### config.mk
export PLATFORM = sky130hd
export DESIGN_NAME = ps2_receiver
export DESIGN_NICKNAME = d
export VERILOG_FILES = /design/src/rtl/ps2_receiver_pkg.sv /design/src/rtl/ps2_receiver_clk_filter.sv /design/src/rtl/ps2_receiver.sv
export SDC_FILE = /design/constraint.sdc
export NUM_CORES = 1
export LEC_CHECK = 0
export BUFFER_PORTS_ARGS = -buffer_cell sky130_fd_sc_hd__buf_4
export CAP_MARGIN = 10
export CORE_ASPECT_RATIO = 1.1
export CORE_MARGIN = 10
export CORE_UTILIZATION = 40
export CTS_CLUSTER_DIAMETER = 40
export DETAILED_ROUTE_END_ITERATION = 6
export HOLD_SLACK_MARGIN = 0.1
export PLACE_DENSITY_LB_ADDON = 0.08
export RECOVER_POWER = 25
export SLEW_MARGIN = 20
export SYNTH_ARGS = -nofsm -noshare
export SYNTH_HDL_FRONTEND = slang
export SYNTH_SLANG_ARGS = --single-unit
### constraint.sdc
create_clock -name clk100Mhz -period 2.81 [get_ports clk100Mhz]
set_input_delay 0.4215 -clock clk100Mhz [delete_from_list [all_inputs] [get_ports clk100Mhz]]
set_output_delay 0.4215 -clock clk100Mhz [all_outputs]
set_load 0.005 [all_outputs]
### src/rtl/ps2_receiver_pkg.sv
// Shared constants, FSM encoding and parity helper for the PS/2 keyboard receiver.
package ps2_receiver_pkg;

    localparam logic [7:0] PS2_EXT = 8'hE0;
    localparam logic [7:0] PS2_BRK = 8'hF0;

    typedef enum logic [1:0] {
        IDLE   = 2'd0,
        DATA   = 2'd1,
        PARITY = 2'd2,
        STOP   = 2'd3
    } rx_state_e;

    // PS/2 uses odd parity: data bits plus parity bit must hold an odd number of ones.
    function automatic logic odd_parity_ok(input logic [7:0] data, input logic par);
        return ^{data, par};
    endfunction

endpackage

### src/rtl/ps2_receiver_clk_filter.sv
// Two-flop synchronizers for both PS/2 lines plus a glitch filter on the clock line.
module ps2_clk_filter #(
    parameter int FILTER_LEN = 8
) (
    input  logic clk,
    input  logic rst_n,
    input  logic ps2_clk,
    input  logic ps2_data,
    output logic data_sync,
    output logic fall_evt
);

    localparam int CW = $clog2(FILTER_LEN + 1);

    logic [1:0]    clk_sync_q;
    logic [1:0]    data_sync_q;
    logic          clk_filt;
    logic [CW-1:0] cnt;

    always_ff @(posedge clk) begin
        if (!rst_n) begin
            clk_sync_q  <= 2'b11;
            data_sync_q <= 2'b11;
            clk_filt    <= 1'b1;
            cnt         <= '0;
            fall_evt    <= 1'b0;
        end else begin
            clk_sync_q  <= {clk_sync_q[0], ps2_clk};
            data_sync_q <= {data_sync_q[0], ps2_data};
            fall_evt    <= 1'b0;
            // Any sample matching the current level breaks the run of differing samples.
            if (clk_sync_q[1] == clk_filt) begin
                cnt <= '0;
            end else if (cnt == CW'(FILTER_LEN - 1)) begin
                clk_filt <= clk_sync_q[1];
                cnt      <= '0;
                fall_evt <= clk_filt;
            end else begin
                cnt <= cnt + 1'b1;
            end
        end
    end

    assign data_sync = data_sync_q[1];

endmodule

### src/rtl/ps2_receiver.sv
// PS/2 keyboard receiver: frames bytes, drops prefixes and key releases, presents make codes with a strobe.
module ps2_receiver
    import ps2_receiver_pkg::*;
#(
    parameter int FILTER_LEN  = 8,
    parameter int TIMEOUT_CYC = 200000,
    parameter int STROBE_CYC  = 10000
) (
    input  logic       clk100Mhz,
    input  logic       rst_n,
    input  logic       ps2_clk,
    input  logic       ps2_data,
    output logic [3:0] key_code1,
    output logic [3:0] key_code0,
    output logic       strobe,
    output logic       frame_err,
    output rx_state_e  fsm_state
);

    localparam int TW = $clog2(TIMEOUT_CYC + 1);
    localparam int SW = $clog2(STROBE_CYC + 1);

    logic          data_sync;
    logic          fall_evt;
    rx_state_e     state;
    rx_state_e     state_next;
    logic [7:0]    shift_q;
    logic [2:0]    bit_cnt;
    logic          parity_ok;
    logic          break_pending;
    logic          restart_pending;
    logic [TW-1:0] tcnt;
    logic [SW-1:0] scnt;
    logic          timeout;
    logic          byte_ok;
    logic          byte_bad;
    logic          is_make;

    ps2_clk_filter #(.FILTER_LEN(FILTER_LEN)) u_filter (
        .clk       (clk100Mhz),
        .rst_n     (rst_n),
        .ps2_clk   (ps2_clk),
        .ps2_data  (ps2_data),
        .data_sync (data_sync),
        .fall_evt  (fall_evt)
    );

    always_comb begin
        state_next = state;
        timeout    = (state != IDLE) && !fall_evt && (tcnt == TW'(TIMEOUT_CYC - 1));
        byte_ok    = (state == STOP) && fall_evt && data_sync && parity_ok;
        byte_bad   = (state == STOP) && fall_evt && !(data_sync && parity_ok);
        is_make    = byte_ok && (shift_q != PS2_EXT) && (shift_q != PS2_BRK) && !break_pending;
        if (timeout) begin
            state_next = IDLE;
        end else if (fall_evt) begin
            case (state)
                IDLE:    if (!data_sync) state_next = DATA;
                DATA:    if (bit_cnt == 3'd7) state_next = PARITY;
                PARITY:  state_next = STOP;
                STOP:    state_next = IDLE;
                default: state_next = IDLE;
            endcase
        end
    end

    always_ff @(posedge clk100Mhz) begin
        if (!rst_n) begin
            state           <= IDLE;
            shift_q         <= '0;
            bit_cnt         <= '0;
            parity_ok       <= 1'b0;
            break_pending   <= 1'b0;
            restart_pending <= 1'b0;
            tcnt            <= '0;
            scnt            <= '0;
            key_code1       <= '0;
            key_code0       <= '0;
            strobe          <= 1'b0;
            frame_err       <= 1'b0;
        end else begin
            state     <= state_next;
            frame_err <= timeout || byte_bad;

            if (state == IDLE || fall_evt || timeout) tcnt <= '0;
            else                                      tcnt <= tcnt + 1'b1;

            if (fall_evt) begin
                case (state)
                    IDLE:   bit_cnt <= '0;
                    DATA: begin
                        shift_q <= {data_sync, shift_q[7:1]};
                        bit_cnt <= bit_cnt + 1'b1;
                    end
                    PARITY: parity_ok <= odd_parity_ok(shift_q, data_sync);
                    default: ;
                endcase
            end

            if (byte_ok) begin
                if (shift_q == PS2_BRK)                      break_pending <= 1'b1;
                else if (shift_q != PS2_EXT && break_pending) break_pending <= 1'b0;
            end

            // A code arriving mid-strobe gets a one-clock low gap so the consumer sees a fresh edge.
            if (is_make) begin
                {key_code1, key_code0} <= shift_q;
                scnt            <= '0;
                strobe          <= !strobe;
                restart_pending <= strobe;
            end else if (restart_pending) begin
                restart_pending <= 1'b0;
                strobe          <= 1'b1;
                scnt            <= '0;
            end else if (strobe) begin
                if (scnt == SW'(STROBE_CYC - 1)) begin
                    strobe <= 1'b0;
                    scnt   <= '0;
                end else begin
                    scnt <= scnt + 1'b1;
                end
            end
        end
    end

    assign fsm_state = state;

endmodule

# Word level (Yosys, flattened, before mapping)
# Index checks and enable logic that the tools add are counted.
[totals]
elab_cells = 83
output_inout_bits = 12
reg_bits = 68
inputBits = 4
[classes]
n_eq_ne = 13
n_bitwise = 3
add_sub_neg = 4
n_reduce_logical = 35
n_mux = 11
[op_table]
columns = ["operator", "n"]
rows = [
  ["18-bit by 1-bit adder with 18-bit output (second input constant)", 1],
  ["18-bit equality test (second input constant)", 1],
  ["8-bit inequality test (second input constant)", 2],
  ["14-bit by 1-bit adder with 14-bit output (second input constant)", 1],
  ["14-bit equality test (second input constant)", 1],
  ["14-bit 2-to-1 mux", 1],
  ["2-bit AND reduction", 6],
  ["1-bit logical AND", 11],
  ["3-bit OR reduction", 3],
  ["9-bit parity", 1],
  ["8-bit equality test (second input constant)", 1],
  ["2-bit one-hot mux with 4 select lines", 1],
  ["1-bit 2-to-1 mux", 6],
  ["3-bit one-hot mux with 2 select lines", 1],
  ["2-bit nonzero test", 3],
  ["4-bit by 1-bit adder with 4-bit output (second input constant)", 1],
  ["2-bit equality test (second input constant)", 2],
  ["4-bit by 3-bit equality test with 1-bit output (second input constant)", 1],
  ["1-bit zero test", 4],
  ["2-bit 2-to-1 mux", 2],
  ["2-bit inequality test (second input constant)", 2],
  ["2-bit OR reduction", 2],
  ["3-bit by 1-bit adder with 3-bit output (second input constant)", 1],
  ["3-bit equality test (second input constant)", 1],
  ["6 further kinds", 10],
]

# Depth between registers and ports, before layout
# Gate-level depths: netlist of run 1.
[logic_depth]
depth_word = 8
ltp_mapped = 8
mapped_depth_nobuf = 6

# Hierarchy
# Synthesis of run 1 repeated with hierarchy kept, for this count alone.
[unflattened]
hier_cells = 332
area_unflattened_um2 = 3050.4
[by_module_without_submodules]
columns = ["mod", "seq_area_each_um2", "area_per_inst_um2", "instances", "cells_per_inst"]
rows = [
  ["ps2_receiver", 1161.1, 2723.9, 1, 302],
  ["ps2_clk_filter", 200.2, 326.6, 1, 30],
]

# Worst setup path before layout of run 1
# No wires, ideal clock.
[synth_timing]
path_kind = "register -> register"
startpoint = "register scnt[5]"
endpoint = "register strobe"
setup_time_ns = 0.122
required_ns = 2.688
setup_slack_ns = 0.955
path_stages_with_launch = 7
synth_period_minus_slack_ns = 1.855
path_buffers = 2
arrival_time_ns = 1.734
cell_sequence = "dfxtp_1 -> buf_6 -> or4b_4 -> nor4_4 -> nor2_2 -> buf_6 -> o311a_1"
[synth_via]
elab_chain_len = 5
[synth_lines]
columns = ["element", "line_no", "source"]
rows = [
  ["start: declaration", "ps2_receiver.sv:33", "logic [SW-1:0] scnt;"],
  ["start signal: assignment", "ps2_receiver.sv:120", "scnt <= scnt + 1'b1;"],
  ["14-bit equality test", "ps2_receiver.sv:116", "if (scnt == SW'(STROBE_CYC - 1)) begin"],
  ["1-bit 2-to-1 mux", "ps2_receiver.sv:116", ""],
  ["1-bit 2-to-1 mux", "ps2_receiver.sv:115", "end else if (strobe) begin"],
  ["1-bit 2-to-1 mux", "ps2_receiver.sv:111", "end else if (restart_pending) begin"],
  ["1-bit 2-to-1 mux", "ps2_receiver.sv:106", "if (is_make) begin"],
  ["end signal: assignment", "ps2_receiver.sv:109", "strobe <= !strobe;"],
  ["end: declaration", "ps2_receiver.sv:15", "output logic strobe,"],
]
# Every way passes these cells.
# A chain may end at the register's enable or synchronous reset.

# Worst setup path after layout of run 1
[layout_timing]
startpoint = "register scnt[0]"
endpoint = "register scnt[11]"
[layout_via]
elab_chain_len = 2
elab_cells_between_ends = 3
cone_classes = "add/sub (1); eq/ne (1); mux (1)"
[layout_lines]
columns = ["element", "line_no"]
rows = [
  ["14-bit by 1-bit adder with 14-bit output or 14-bit equality test (tied branches)", "ps2_receiver.sv:120, ps2_receiver.sv:116"],
  ["14-bit 2-to-1 mux *", "ps2_receiver.sv:116"],
]
# Every way passes the cells marked *; elsewhere a longest branch is shown, timed or not.

==> reports/metrics.cfg, run 1 <==
[outcome]
outcome=completed

[flow_run]
maxCapViolCount=0

[hold_path]
hp-class=primary input to flop

[worst_setup_path]
crit_chain=ha_1 -> nand3_1 -> nor4_4 -> nor2_2 -> o21ai_0 -> a311oi_2
r2r_slack_ns=0.80
start_kind=flop
critical-path-top-delay-family=simple AND/OR/NAND/NOR gates
end_kind=flop
crit_type=flop to flop
cp_data_required_time_ns=3.06
cp_num_buf_inv=0
cp_slowest_cell=nor2_2
worstPathMaxFanout=17
max_stage_delay_ns=0.49
arrival_ns=2.26

[clock_tree]
htreeDepth=3
clkLatencyLatePin_ns=0.35
cts_root_buffer=clkbuf_8
cts_tree=done
post_cts_buffers=0
cts_buffers=9
cts.clk_slew.worst_paths_ns=0.08
cts_resized=0
hold_buffers=0
clk_path_buf_depth=2
clock-sinks=68

[cells_and_area]
final_util_pct=45.8
antenna_cells=0
syn_to_final_growth_pct=11.9
instances_no_fill=430
n_fill_cell=725
drive_gt1_share_pct=11.1
layout.nets=352

[power_and_ir_drop]
power_frac_comb_pct=1.3
p_sw_uw=375
swShare_pct=20.3
p_leak_nw=1.16
peakVddDrop_uv=278
p_per_area_nw_per_um2=545
share_seq_of_total_power_pct=52.5
power_frac_clock_pct=46.2
internal-power_mw=1.47

[sta]
drv_slew=0
relSlewSlack_pct=54.0
fin_crit_sh_pct=71.5
setup_tns_ns=0
rsz0062_at_grt=no
timing.hold.ws_ns=0.261
skew_ns=0.0136
final.min_clock_period_ns=2.01
worstMarginPinSlew_ns=0.688
setup_viol=0
finalHoldViolCount=0
fmax_mhz=498

[drt]
dr.pass1.iters=4
ant_nets=0
routedWlPerCell_um=13.3
drt_wl_total_mm=5.74
drt-vias-per-instance=5.22
drt_iter0_markers=56
vias=2245
post-route-drc-count=0

[logic_synthesis]
synth.cell_area_um2=3020
ys_seq_elements=68
ys_top_cells_by_area=dfxtp_1 (45%), xor2_1 (4.9%), nand2_1 (4.7%)
yosysUniqueCellTypes=46
async_flop_share_pct=0
ys_seq_area_share_pct=45.0
synth-main-ff-cell=dfxtp_1
synth_fp_nets=337
synth_top_area_share_pct=45.0
synth-edff-count=0
synth_top_area_cell=dfxtp_1
yosysWarnings=0
synthCells=324
syn_area_per_cell_um2=9.33

[die]
initial_core_util_pct=40.9
dieArea_um2=11400
io_pins=16
die-width_um=103
rows=33
core-area_um2=7390
die_h_um=111

[global_routing]
grt_use_total_pct=10.9
gr-total-overflow=0
grt_pass1_vias=2189
grt_pass1_wl_mm=10.2
grt_max_degree=35
antenna_found_initial=0

[placement]
dpl.hpwl_mm=3.88
dp_cells=415
port_buffers=15
gp_congestion=0.773

==> flip-flops by register name, indices dropped and copies added, names as in the netlist <==
signal,flops
strobe,1
break_pending,1
parity_ok,1
restart_pending,1
u_filter.clk_sync_q,2
key_code0,4
u_filter.cnt,4
scnt,14
u_filter.fall_evt,1
tcnt,18
fsm_state,2
frame_err,1
u_filter.data_sync_q,2
u_filter.clk_filt,1
bit_cnt,3
shift_q,8
key_code1,4
==> metrics by stage <==
step | setup WS, ns | cell area [um^2] | total power [mW]
after floorplan | 0.955 | 3020 | 1.01
after global placement | 0.834 | 3190 | 1.01
after detailed placement | 0.800 | 3190 | 1.01
after CTS | 0.777 | 3390 | 1.87
after global routing | 0.633 | 3380 | 1.91
final | 0.802 | 3380 | 1.84
==> cells in the final DEF, fill, tap and decap left out, types with 8 or more instances in the layout <==
| cell | count |
|---|---|
| inv_1 | 8 |
| a21boi_0 | 9 |
| clkbuf_8 | 9 |
| nand4_1 | 8 |
| nor2_1 | 34 |
| nor2b_1 | 10 |
| mux2i_1 | 11 |
| nand2_1 | 38 |
| xnor2_1 | 11 |
| ha_1 | 9 |
| nand3_1 | 19 |
| dfxtp_1 | 68 |
| xor2_1 | 17 |
| buf_4 | 8 |
==> per-layer routing <==
layer  global-route usage [%]  vias up  share of wire (%)
li1                         -     1160                  -
met1                     14.2     1044                 51
met2                     15.7       28                 42
met3                     2.93       13                3.8
met4                     5.85        0                2.2
met5                        0        -                  0
==> power by group through the flow <==
stage          sequential, mW  combinational, mW  clock (mW)
4_1_cts                 0.968             0.0244       0.874
5_1_grt                 0.968             0.0269       0.915
3_5_place_dp            0.990             0.0244           0
2_1_floorplan           0.990             0.0192           0
6_report                0.968             0.0238       0.852
3_3_place_gp            0.990             0.0241           0
==> worst register-to-register path, cell delays in order (launching register included) <==
cell      delay [ns]
dfxtp_1         0.38
ha_1            0.27
nand3_1         0.14
nor4_4          0.07
nor2_2          0.49
o21ai_0         0.26
a311oi_2        0.30
==> cell type report <==
type                       instances  area [um^2]  area share, %
timing repair buffer              17          120           3.55
clock inverter                     5         77.6           2.29
multi-input combinational        235         1560           46.1
sequential                        68         1360           40.2
inverter                           8         30.0          0.887
clock buffer                      10          128           3.77
tap                               87          109           3.22
==> synth_stat cells (all sizes together), types with 5 or more instances <==
cell type and n:
a21boi 9, nor2b 11, clkbuf 8, dfxtp 68, nor3 7, inv 8, a21oi 7, xor2 17
nor2 35, ha 9, nand2 38, nand2b 5, nand3 19, xnor2 11, o21ai 5, a311oi 6
mux2i 11, buf 5, nand4 8
==> logic make-up (layout without fill, tap and decap cells) <==
logic type	after synthesis	count (layout)	synth area share (%)
flops	68	68	45.0
simple gates	145	145	25.1
buf+inv	21	40	3.43
xor+xnor	29	29	8.85
compound gates	41	41	10.2
fa+ha+maj	9	9	3.72
mux	11	11	3.64
==> final timing paths <==
check | start | end | cells after the start
max | scnt[0]$_SDFFE_PP0P_ | scnt[11]$_SDFFE_PP0P_ | 6
min | ps2_data | u_filter.data_sync_q[0]$_SDFF_PN1_ | 2
max reg2reg | scnt[0]$_SDFFE_PP0P_ | scnt[11]$_SDFFE_PP0P_ | 6
min reg2reg | u_filter.clk_sync_q[0]$_SDFF_PN1_ | u_filter.clk_sync_q[1]$_SDFF_PN1_ | 1
Power figures use the tool's default switching activity.
==> run 2, diff against run 1 <==
==> constraint.sdc (replaced) <==
create_clock -name clk100Mhz -period 1.82 [get_ports clk100Mhz]
set_input_delay 0.273 -clock clk100Mhz [delete_from_list [all_inputs] [get_ports clk100Mhz]]
set_output_delay 0.273 -clock clk100Mhz [all_outputs]
set_load 0.005 [all_outputs]
==> run 2 against run 1 <==
  * Core utilization grew 4.7 points
  * Sequential share of layout area fell by 3.6 points
  * Global-route usage rose by 0.20 points
  * Critical path type unchanged
  * Highest routed layer unchanged
==> reports/metrics.cfg, run 2 (synthesized netlist as in run 1, its figures left out) <==
[clock_tree]
cts.clk_slew.worst_paths_ns=0.08
hold_buffers=0
clkLatencyLatePin_ns=0.33
cts_root_buffer=clkbuf_8
cts_buffers=9
clock-sinks=68
clk_path_buf_depth=2
htreeDepth=3
cts_tree=done

[cells_and_area]
top_regs=tcnt x18, scnt x14, shift_q x8
registers.top_by_ff_count=tcnt
syn_to_final_growth_pct=23.3
final_util_pct=50.5
final_common_cell=dfxtp_1
drive_gt1_share_pct=22.9
largest_register_ffs=18
antenna_cells=0
layout.nets=384
instances_no_fill=463
final_cell_mix=dfxtp_1 (63), nand2_1 (38), buf_4 (35)

[drt]
routedWlPerCell_um=13.5
ant_nets=0
dr.pass1.iters=4
drt-vias-per-instance=5.10
drt_iter0_markers=62
drt_wl_total_mm=6.26
post-route-drc-count=0
vias=2363

[worst_setup_path]
arrival_ns=2.04
worstPathMaxFanout=7
cp_slowest_cell=or3b_4
cp_data_required_time_ns=2.07
max_stage_delay_ns=0.41
crit_chain=ha_4 -> and4_1 -> o41a_1 -> nor2b_4 -> or3b_4 -> buf_8 -> a311oi_2
start_kind=flop
end_kind=flop
crit_type=flop to flop

[die]
rows=33
core-area_um2=7390
initial_core_util_pct=40.9
die-width_um=103
dieArea_um2=11400
die_h_um=111
io_pins=16

[global_routing]
grt_max_degree=21
antenna_found_initial=0
gr-total-overflow=0
grt_use_total_pct=11.1
grt_pass1_vias=2223
grt_pass1_wl_mm=10.4

[placement]
dp_cells=443
gp_congestion=0.799
dpl.hpwl_mm=4.10
place_ws_ns=0.0114
port_buffers=15

[sta]
setup_viol=0
skew_ns=0.0138
timing.final.ws_setup_ns=0.0289
worstMarginPinSlew_ns=0.613
relSlewSlack_pct=59.1
fin_crit_sh_pct=98.4
final.min_clock_period_ns=1.79
drv_slew=0
fmax_mhz=558
finalHoldViolCount=0
rsz0062_at_grt=yes

[hold_path]
hp-class=primary input to flop

[power_and_ir_drop]
p_per_area_nw_per_um2=749
p_leak_nw=1.33
peakVddDrop_uv=414
total_power_mw=2.79

[outcome]
outcome=completed

[flow_run]
maxCapViolCount=0

## run 2: cell types whose count changed in the layout (fill, tap and decap cells not counted), moves of 2 or more
cell / delta
nor2_4: +2
dfxtp_1: -5
a311oi_1: -4
a311oi_2: +4
a41oi_1: -4
a41oi_2: +4
dfxtp_2: +5
buf_4: +27
## run 2: cell type report
cell class | instances | area (um^2)
Tap cell | 87 | 109
Clock buffer | 10 | 138
Inverter | 8 | 30.0
Clock inverter | 6 | 63.8
Fill cell | 725 | 3660
Timing Repair Buffer | 47 | 363
Sequential cell | 68 | 1370
Multi-Input combinational cell | 237 | 1660
## run 2: critical path, delay by kind of cell (launching register included)
kind	cells	cell delay [ns]
AND/OR/NAND/NOR	3	0.75
flip-flops	1	0.34
AO/OA/AOI/OAI	2	0.30
buffers and inverters	1	0.16
adder cells (fa/ha/maj)	1	0.15
## run 2: what timing repair did
action,in CTS,in global routing
setup buffers,0,1
pin swaps,0,4
cloned,0,3
endpoints found under the setup margin,3,10
resized for setup,1,20
## run 2: power by group
group	leakage (nW)	switching, mW	internal [mW]	total, mW
clock	0.0983	0.580	0.667	1.25
sequential	0.551	0.00209	1.49	1.49
combinational	0.685	0.0256	0.0274	0.0530
## run 2: stage by stage
stage          instance area, um^2  TNS, ns  hold slack, ns
2_1_floorplan                 3030        0           0.346
3_3_place_gp                  3410        0           0.390
3_5_place_dp                  3410        0           0.392
4_1_cts                       3610        0           0.105
6_report                      3730        0           0.124
5_1_grt                       3730   -0.276           0.115
## run 2: final timing paths
path / from / endpoint / slack (ns) / cells past startpoint
worst max register to register: fsm_state[0]$_SDFFE_PP0P_ / scnt[13]$_SDFFE_PP0P_ / 0.03 / 7
worst max-delay path: fsm_state[0]$_SDFFE_PP0P_ / scnt[13]$_SDFFE_PP0P_ / 0.03 / 7
worst min register to register: u_filter.data_sync_q[0]$_SDFF_PN1_ / u_filter.data_sync_q[1]$_SDFF_PN1_ / 0.41 / 1
worst min-delay path: ps2_data / u_filter.data_sync_q[0]$_SDFF_PN1_ / 0.12 / 2
## run 2: metal layers
metal  vias up  global-route usage, %  share of wire [%]
met5         -                      0                  0
met4         0                   4.27                1.5
met3        10                   3.30                2.9
met2        32                   16.4                 45
met1      1095                   14.6                 50
li1       1226                      -                  -
==> run 3, diff against run 2 <==
==> constraint.sdc (replaced) <==
create_clock -name clk100Mhz -period 1.82 [get_ports clk100Mhz]
set_input_delay 0.091 -clock clk100Mhz [delete_from_list [all_inputs] [get_ports clk100Mhz]]
set_output_delay 0.091 -clock clk100Mhz [all_outputs]
set_load 0.005 [all_outputs]
==> run 3 against run 2 <==
  * Worst setup slack lost 0.023 ns
  * Die area is the same
  * First-iteration DRC count shrank 18%
  * Clock power grew 24%
  * Core utilization shrank 0.46 points
  * Hold slack gained 0.068 ns
  * Largest cell class unchanged
  * Largest power group is now clock
==> reports/metrics.cfg, run 3 (synthesized netlist as in run 1, its figures left out) <==
[clock_tree]
clkLatencyLatePin_ns=0.35
clk_path_buf_depth=2
cts.clk_slew.worst_paths_ns=0.08
cts_tree=done
clock-sinks=68
post_cts_buffers=0
cts_root_buffer=clkbuf_8
cts_buffers=9
htreeDepth=3

[die]
rows=33
core-area_um2=7390
die_h_um=111
initial_core_util_pct=40.9
io_pins=16
die-width_um=103
dieArea_um2=11400

[cells_and_area]
largest_register_ffs=18
layout.nets=381
multi_input_area_um2=1590
seq_area_um2=1360
antenna_cells=0
final_cell_mix=dfxtp_1 (67), nand2_1 (38), nor2_1 (34)
instances_no_fill=460
syn_to_final_growth_pct=22.2
final_area_um2=3700
final_common_cell=dfxtp_1
final_util_pct=50.0
n_fill_cell=706
top_regs=tcnt x18, scnt x14, shift_q x8
drive_gt1_share_pct=18.8
registers.top_by_ff_count=tcnt

[global_routing]
grt_pass1_vias=2244
grt_max_degree=34
use_met3_pct=2.31
grt_use_total_pct=11.4
use_met1_pct=15.5
gr-total-overflow=0
use_met2_pct=16.3
top_usage_layer=met2
grt_pass1_wl_mm=10.7
antenna_found_initial=0

[power_and_ir_drop]
total_power_mw=3.10
p_per_area_nw_per_um2=839
p_leak_nw=1.34
peakVddDrop_uv=439

[worst_setup_path]
cp_num_buf_inv=0
critical-path-top-delay-family=simple AND/OR/NAND/NOR gates
start_kind=flop
worstPathMaxFanout=17
end_kind=flop
cp_slowest_cell=or4b_4
cp_data_required_time_ns=2.05
crit_type=flop to flop
max_stage_delay_ns=0.55
arrival_ns=2.05
crit_chain=or4b_4 -> nor4_4 -> nor2_4 -> a41oi_1 -> nor3_2

[sta]
fin_crit_sh_pct=99.7
skew_ns=0.0115
rsz0062_at_grt=yes
timing.final.ws_setup_ns=0.00559
drv_slew=0
worstMarginPinSlew_ns=0.395
timing.hold.ws_ns=0.192
finalHoldViolCount=0
fmax_mhz=551
relSlewSlack_pct=73.6
final.min_clock_period_ns=1.81
setup_tns_ns=0
setup_viol=0

[drt]
vias=2340
drt_iter0_markers=51
routedWlPerCell_um=13.3
drt_wl_total_mm=6.10
post-route-drc-count=0
drt-vias-per-instance=5.09
ant_nets=0
dr.pass1.iters=4

[hold_path]
hp-class=primary input to flop

[placement]
port_buffers=15
dpl.hpwl_mm=4.07
gp_congestion=0.796
dp_cells=441
place_ws_ns=-0.000928
place_area_um2=3390

[outcome]
outcome=completed

[flow_run]
maxCapViolCount=0

[run 3: cell types whose count changed in the layout (fill, tap and decap cells not counted), sizes merged]
| cell | previous run | this run |
|---|---|---|
| bufinv | 1 | 3 |
| nor2 | 37 | 35 |
| clkinv | 3 | 2 |
| dlygate4sd3 | 0 | 2 |
| clkbuf | 21 | 23 |
| buf | 36 | 31 |
| clkinvlp | 2 | 1 |
[run 3: area by class of cell]
cell class | count | share of cell area [%]
Clock inverter | 6 | 3.01
Sequential cell | 68 | 36.9
Clock buffer | 10 | 3.72
Multi-Input combinational cell | 235 | 42.9
Timing Repair Buffer | 46 | 9.75
Tap cell | 87 | 2.95
Inverter | 8 | 0.812
[run 3: repair_timing]
action | CTS | global route
resized for setup | 2 | 5
hold buffers | 2 | 0
cloned | 0 | 1
endpoints found under the setup margin | 2 | 8
hold endpoints to repair | 2 | 0
[run 3: final timing paths]
check | depth (start not counted) | end | start | slack (ns)
max reg2reg | 5 | scnt[10]$_SDFFE_PP0P_ | scnt[4]$_SDFFE_PP0P_ | 0.006
min reg2reg | 1 | u_filter.data_sync_q[1]$_SDFF_PN1_ | u_filter.data_sync_q[0]$_SDFF_PN1_ | 0.41
max | 5 | scnt[10]$_SDFFE_PP0P_ | scnt[4]$_SDFFE_PP0P_ | 0.006
min | 3 | u_filter.clk_filt$_SDFFE_PN1P_ | rst_n | 0.19
[run 3: worst register-to-register path: stages (launching register included)]
cell	delay, ns
dfxtp_1	0.34
or4b_4	0.55
nor4_4	0.29
nor2_4	0.15
a41oi_1	0.30
nor3_2	0.07
[run 3: routing by layer]
metal	part of all wire (%)	vias to the layer above	wire length (um)
li1	-	1213	-
met1	52	1091	3190
met2	43	28	2650
met3	2.6	8	156
met4	1.6	0	99
met5	0	-	0
[run 3: power breakdown]
part | internal [mW] | switching, mW | total [mW]
Clock | 0.947 | 0.603 | 1.55
Sequential | 1.49 | 0.00225 | 1.49
Combinational | 0.0309 | 0.0254 | 0.0563
